$ cat config.mk
export PLATFORM = sky130hd
export DESIGN_NAME = truth_table_sweeper
export DESIGN_NICKNAME = d
export VERILOG_FILES = /design/src/rtl/truth_table_sweeper_pkg.sv /design/src/rtl/truth_table_sweeper_hold_timer.sv /design/src/rtl/truth_table_sweeper.sv
export SDC_FILE = /design/constraint.sdc
export NUM_CORES = 1
export LEC_CHECK = 0
export CORE_MARGIN = 8
export CORE_UTILIZATION = 32
export CTS_CLUSTER_DIAMETER = 50
export CTS_CLUSTER_SIZE = 14
export DETAILED_ROUTE_END_ITERATION = 12
export SYNTH_ARGS = -nofsm -noshare
export SYNTH_HDL_FRONTEND = slang
export SYNTH_HIERARCHICAL = 1
export SYNTH_SLANG_ARGS = --single-unit
$ cat constraint.sdc
create_clock -name clk -period 2 [get_ports clk]
set_clock_uncertainty 0.05 [all_clocks]
set_input_delay 0.4 -clock clk [delete_from_list [all_inputs] [get_ports clk]]
set_output_delay 0.4 -clock clk [all_outputs]
set_load 0.01 [all_outputs]
$ cat src/rtl/truth_table_sweeper_pkg.sv
// tts_pkg: shared state encoding and sizing helpers for the truth table sweeper
package tts_pkg;

    typedef enum logic [1:0] {IDLE, RUN, DONE} state_t;

    function automatic int cnt_w(input int hold);
        return $clog2(hold);
    endfunction

    function automatic int nvec(input int n);
        return 1 << n;
    endfunction

endpackage

$ cat src/rtl/truth_table_sweeper_hold_timer.sv
// hold_timer: modulo-HOLD counter with synchronous clear and terminal-count flag
module hold_timer
    import tts_pkg::*;
#(
    parameter int HOLD = 20,
    parameter int W    = cnt_w(HOLD)
) (
    input  logic         clk,
    input  logic         rst,
    input  logic         clr,
    input  logic         en,
    output logic [W-1:0] cnt,
    output logic         tc
);

    assign tc = cnt == W'(HOLD - 1);

    // count up while enabled, wrapping at HOLD-1; clear wins over enable
    always_ff @(posedge clk or posedge rst) begin
        if (rst)
            cnt <= '0;
        else if (clr)
            cnt <= '0;
        else if (en)
            cnt <= tc ? '0 : cnt + 1'b1;
    end

endmodule

$ cat src/rtl/truth_table_sweeper.sv
// truth_table_sweeper: exhaustive stimulus sweep with golden-table response checking
module truth_table_sweeper
    import tts_pkg::*;
#(
    parameter int                            N_IN     = 3,
    parameter int                            N_OUT    = 1,
    parameter int                            HOLD     = 20,
    parameter logic [N_OUT*(1<<N_IN)-1:0]    EXPECTED = 8'hE8
) (
    input  logic              clk,
    input  logic              rst,
    input  logic              start,
    input  logic              abort,
    input  logic [N_OUT-1:0]  dut_y,
    output logic [N_IN-1:0]   stim,
    output logic              sample_en,
    output logic              busy,
    output logic              done,
    output logic              pass,
    output logic [N_IN:0]     err_cnt,
    output logic [N_IN-1:0]   first_fail,
    output logic              first_fail_vld
);

    localparam int              CW   = cnt_w(HOLD);
    localparam logic [N_IN-1:0] LAST = N_IN'(nvec(N_IN) - 1);

    state_t          state, state_nxt;
    logic [CW-1:0]   hold_cnt;
    logic            tc;
    logic            run, go, sample, last, miss;

    assign run       = state == RUN;
    assign go        = !run && start && !abort;
    assign sample    = run && tc && !abort;
    assign last      = stim == LAST;
    assign miss      = dut_y != EXPECTED[stim*N_OUT +: N_OUT];
    assign sample_en = run && hold_cnt == CW'(HOLD - 1);

    hold_timer #(.HOLD(HOLD), .W(CW)) u_timer (
        .clk (clk),
        .rst (rst),
        .clr (!run || abort),
        .en  (run),
        .cnt (hold_cnt),
        .tc  (tc)
    );

    // state register
    always_ff @(posedge clk or posedge rst) begin
        if (rst)
            state <= IDLE;
        else
            state <= state_nxt;
    end

    // next state: start from IDLE/DONE, abort out of RUN, terminal sample into DONE
    always_comb begin
        state_nxt = go ? RUN : (run && abort) ? IDLE : (sample && last) ? DONE : state;
    end

    // stimulus index, status flags and error bookkeeping
    always_ff @(posedge clk or posedge rst) begin
        if (rst) begin
            stim           <= '0;
            busy           <= 1'b0;
            done           <= 1'b0;
            pass           <= 1'b0;
            err_cnt        <= '0;
            first_fail     <= '0;
            first_fail_vld <= 1'b0;
        end else if (go) begin
            stim           <= '0;
            busy           <= 1'b1;
            done           <= 1'b0;
            pass           <= 1'b0;
            err_cnt        <= '0;
            first_fail     <= '0;
            first_fail_vld <= 1'b0;
        end else if (run && abort) begin
            stim <= '0;
            busy <= 1'b0;
            done <= 1'b0;
        end else if (sample) begin
            if (miss) begin
                err_cnt <= err_cnt + 1'b1;
                if (!first_fail_vld) begin
                    first_fail     <= stim;
                    first_fail_vld <= 1'b1;
                end
            end
            if (last) begin
                busy <= 1'b0;
                done <= 1'b1;
                pass <= err_cnt == '0 && !miss;
            end else begin
                stim <= stim + 1'b1;
            end
        end
    end

endmodule

==> results of run 1 <==
==> synth_stat cells (2+ instances only) <==
master / instances
nor2_1: 7
a211o_1: 2
nand2_1: 19
mux2i_1: 7
nand3_1: 4
ha_1: 6
nand2b_1: 2
dfrtp_1: 21
a21oi_1: 6
nor3_1: 2
nand4_1: 3
xnor2_1: 3
inv_1: 13
nor4bb_1: 2
o21ai_0: 3
==> layer usage <==
metal | GRT usage (%) | up-vias | wire [µm]
li1 | - | 480 | -
met1 | 10.11 | 439 | 1112
met2 | 16.97 | 22 | 1383
met3 | 3.656 | 2 | 134
met4 | 1.961 | 0 | 14
met5 | 0 | - | 0
==> what timing repair did <==
action,CTS,global route
hold buffers,0,0
pin swaps,0,2
gates resized for setup,7,7
buffers inserted,0,4
setup endpoints to repair,2,15
==> per-stage QoR <==
stage                     utilization [%]  cells  setup WS (ps)  hold slack [ps]
after floorplan                         -    119          186.2            128.5
after global placement              43.52    194         -34.15            447.4
after detailed placement            43.52    194         -52.01            450.4
after CTS                           44.56    198          7.297            257.9
after global routing                46.55    202         -23.59            267.9
final                               46.55    202          65.71            271.8
==> final timing paths <==
kind / from / endpoint / cells after the start
hold reg to reg: busy$_DFFE_PP0P_ / busy$_DFFE_PP0P_ / 2
hold / removal: rst / u_timer/cnt[2]$_DFFE_PP0P_ / 2
min in group clk: busy$_DFFE_PP0P_ / busy$_DFFE_PP0P_ / 2
setup / recovery: state[1]$_DFFE_PP0P_ / sample_en / 5
max in group asynchronous: rst / stim[0]$_DFFE_PP0P_ / 3
setup reg to reg: u_timer/cnt[2]$_DFFE_PP0P_ / pass$_DFFE_PP0P_ / 6
==> registers in the layout (all words and copies together), names as in the netlist <==
register and cells:
u_timer/cnt 5, done 1, busy 1, first_fail_vld 1, err_cnt 4, state 2
stim 3, pass 1, first_fail 3
==> kinds of logic (layout without fill, tap and decap cells) <==
family	Yosys count	after routing	share of synthesized area, %
XOR/XNOR	3	3	2.286
AO/OA/AOI/OAI	17	17	9.903
multiplexers	8	8	7.073
adder cells (fa/ha/maj)	6	6	6.529
buffers and inverters	15	52	5.332
AND/OR/NAND/NOR	49	49	23.18
flip-flops	21	21	45.70
==> final cells by class <==
| cell class | count | area (µm²) | share of cell area, % |
|---|---|---|---|
| Clock inverter | 1 | 5.005 | 0.3172 |
| Timing Repair Buffer | 35 | 305.3 | 19.35 |
| Sequential cell | 21 | 526.8 | 33.39 |
| Inverter | 13 | 48.80 | 3.093 |
| Tap cell | 46 | 57.56 | 3.648 |
| Multi-Input combinational cell | 83 | 611.8 | 38.78 |
| Clock buffer | 3 | 22.52 | 1.427 |
==> where the power goes <==
group | switching (mW) | internal (mW)
registers | 0.00392 | 0.430
logic | 0.0392 | 0.0365
clock network | 0.135 | 0.0747
==> flow_summary.toml, run 1 <==
[cells_and_area]
num_antenna_cells = 0
nFillCells = 324
post-route-cell-area_um2 = 1578
final_net_count = 168
drive_gt1_share_pct = 21.15
area_growth_pct = 37.21
final_common_cell = "dfrtp_1"
layout_common_cells = "dfrtp_1 (20), nand2_1 (19), clkdlybuf4s50_1 (18), buf_4 (16), inv_1 (12)"

[floorplan]
die_h_um = 75.95
start_util_pct = 33.92
design.die.area_um2 = 5768
io_pins = 20
core_region_area_um2 = 3390
die_w_um = 75.95
rows = 21

[yosys]
synthArstFlopShare_pct = 100.0
synth_seq_area_share_pct = 45.70
synth_top_area_cell = "dfrtp_1"
synthTopCellsByArea = "dfrtp_1 (46%), ha_1 (6.5%), nand2_1 (6.2%)"
syn-cell-area_um2 = 1150
syn_inst = 119
ys_types = 34
syn_nets = 130
yosysTopAreaCellShare_pct = 45.70
synth_area_per_cell_um2 = 9.663
ys_ff_latch = 21
yosysWarnings = 6
synth_flop_cell = "dfrtp_1"
synth_edf_count = 0

[sta]
slew_headroom_pct = 73.76
finalHoldViolCount = 0
min_period_ps = 1934
rsz0062_at_grt = "true"
period_share_pct = 96.71
worst_slew_pin_slew_ps = 391.0
max_freq_mhz = 517.0
setup_viol = 0
slew_viol_final = 0
tns_ps = 0

[drt]
wl_per_cell_um = 13.09
postRouteAntennaNets = 0
drt_iter0_drc = 31
wirelength_um = 2644
routed-via-count = 943
first_pass_iters = 4
routed_via_density = 4.668
drcViolationCount = 0

[critical_path]
cp.required_ps = 1550
cp_data_arrival_time_ps = 1480
path_class = "reg -> out"
max_stage_delay_ps = 400
crit_family = "simple AND/OR/NAND/NOR gates"
end_kind = "primary output"
crit_buf_inv = 2
worstPathMaxFanout = 2
crit_chain = "or2b_1 > inv_2 > nand3_1 > nor4b_2 > buf_2"
startpoint_type = "flop"
slowest_stage = "dfrtp_1"
reg2reg_slack_ps = 150

[grt]
grt_pass1_wl_um = 4636
grt.overflow.total = 0
grtUsageTotal_pct = 9.437
grt_max_degree = 17
grt_pass1_vias = 992
antenna_found_initial = 0

[clocking]
clkTransAtPathRegs_ps = 130
cts-root-buf = "clkbuf_4"
numCtsBuffers = 3
clkLatencyLatePin_ps = 310
htreeDepth = 1
cts_sinks = 21
cts_buffer_depth = 2
cts_tree = "done"

[place]
io_buffers = 19
placed_cell_area_um2 = 1475
dp_hpwl_um = 2042
routabilityCongestion = 0.7711

[power]
pwr_density_cell_nw_per_um2 = 455.6
peakVddDrop_v = 0.0003974
power_mw = 0.7189
cellLeakagePower_nw = 0.7073

[job]
cap_viol_max_count = 0

[run_status]
outcome = "complete, no violations"

[min_path]
hp-class = "in -> async"
No activity file was read; power rests on OpenSTA's default activity.
==> run 2, diff against run 1 <==
--- a/config.mk
+++ b/config.mk
@@ -8,7 +8,6 @@
 export CORE_MARGIN = 8
 export CORE_UTILIZATION = 32
 export CTS_CLUSTER_DIAMETER = 50
-export CTS_CLUSTER_SIZE = 14
 export DETAILED_ROUTE_END_ITERATION = 12
 export SYNTH_ARGS = -nofsm -noshare
 export SYNTH_HDL_FRONTEND = slang
==> results of run 2 <==
The final DEF is identical to that of run 1; final timing and power are the same.
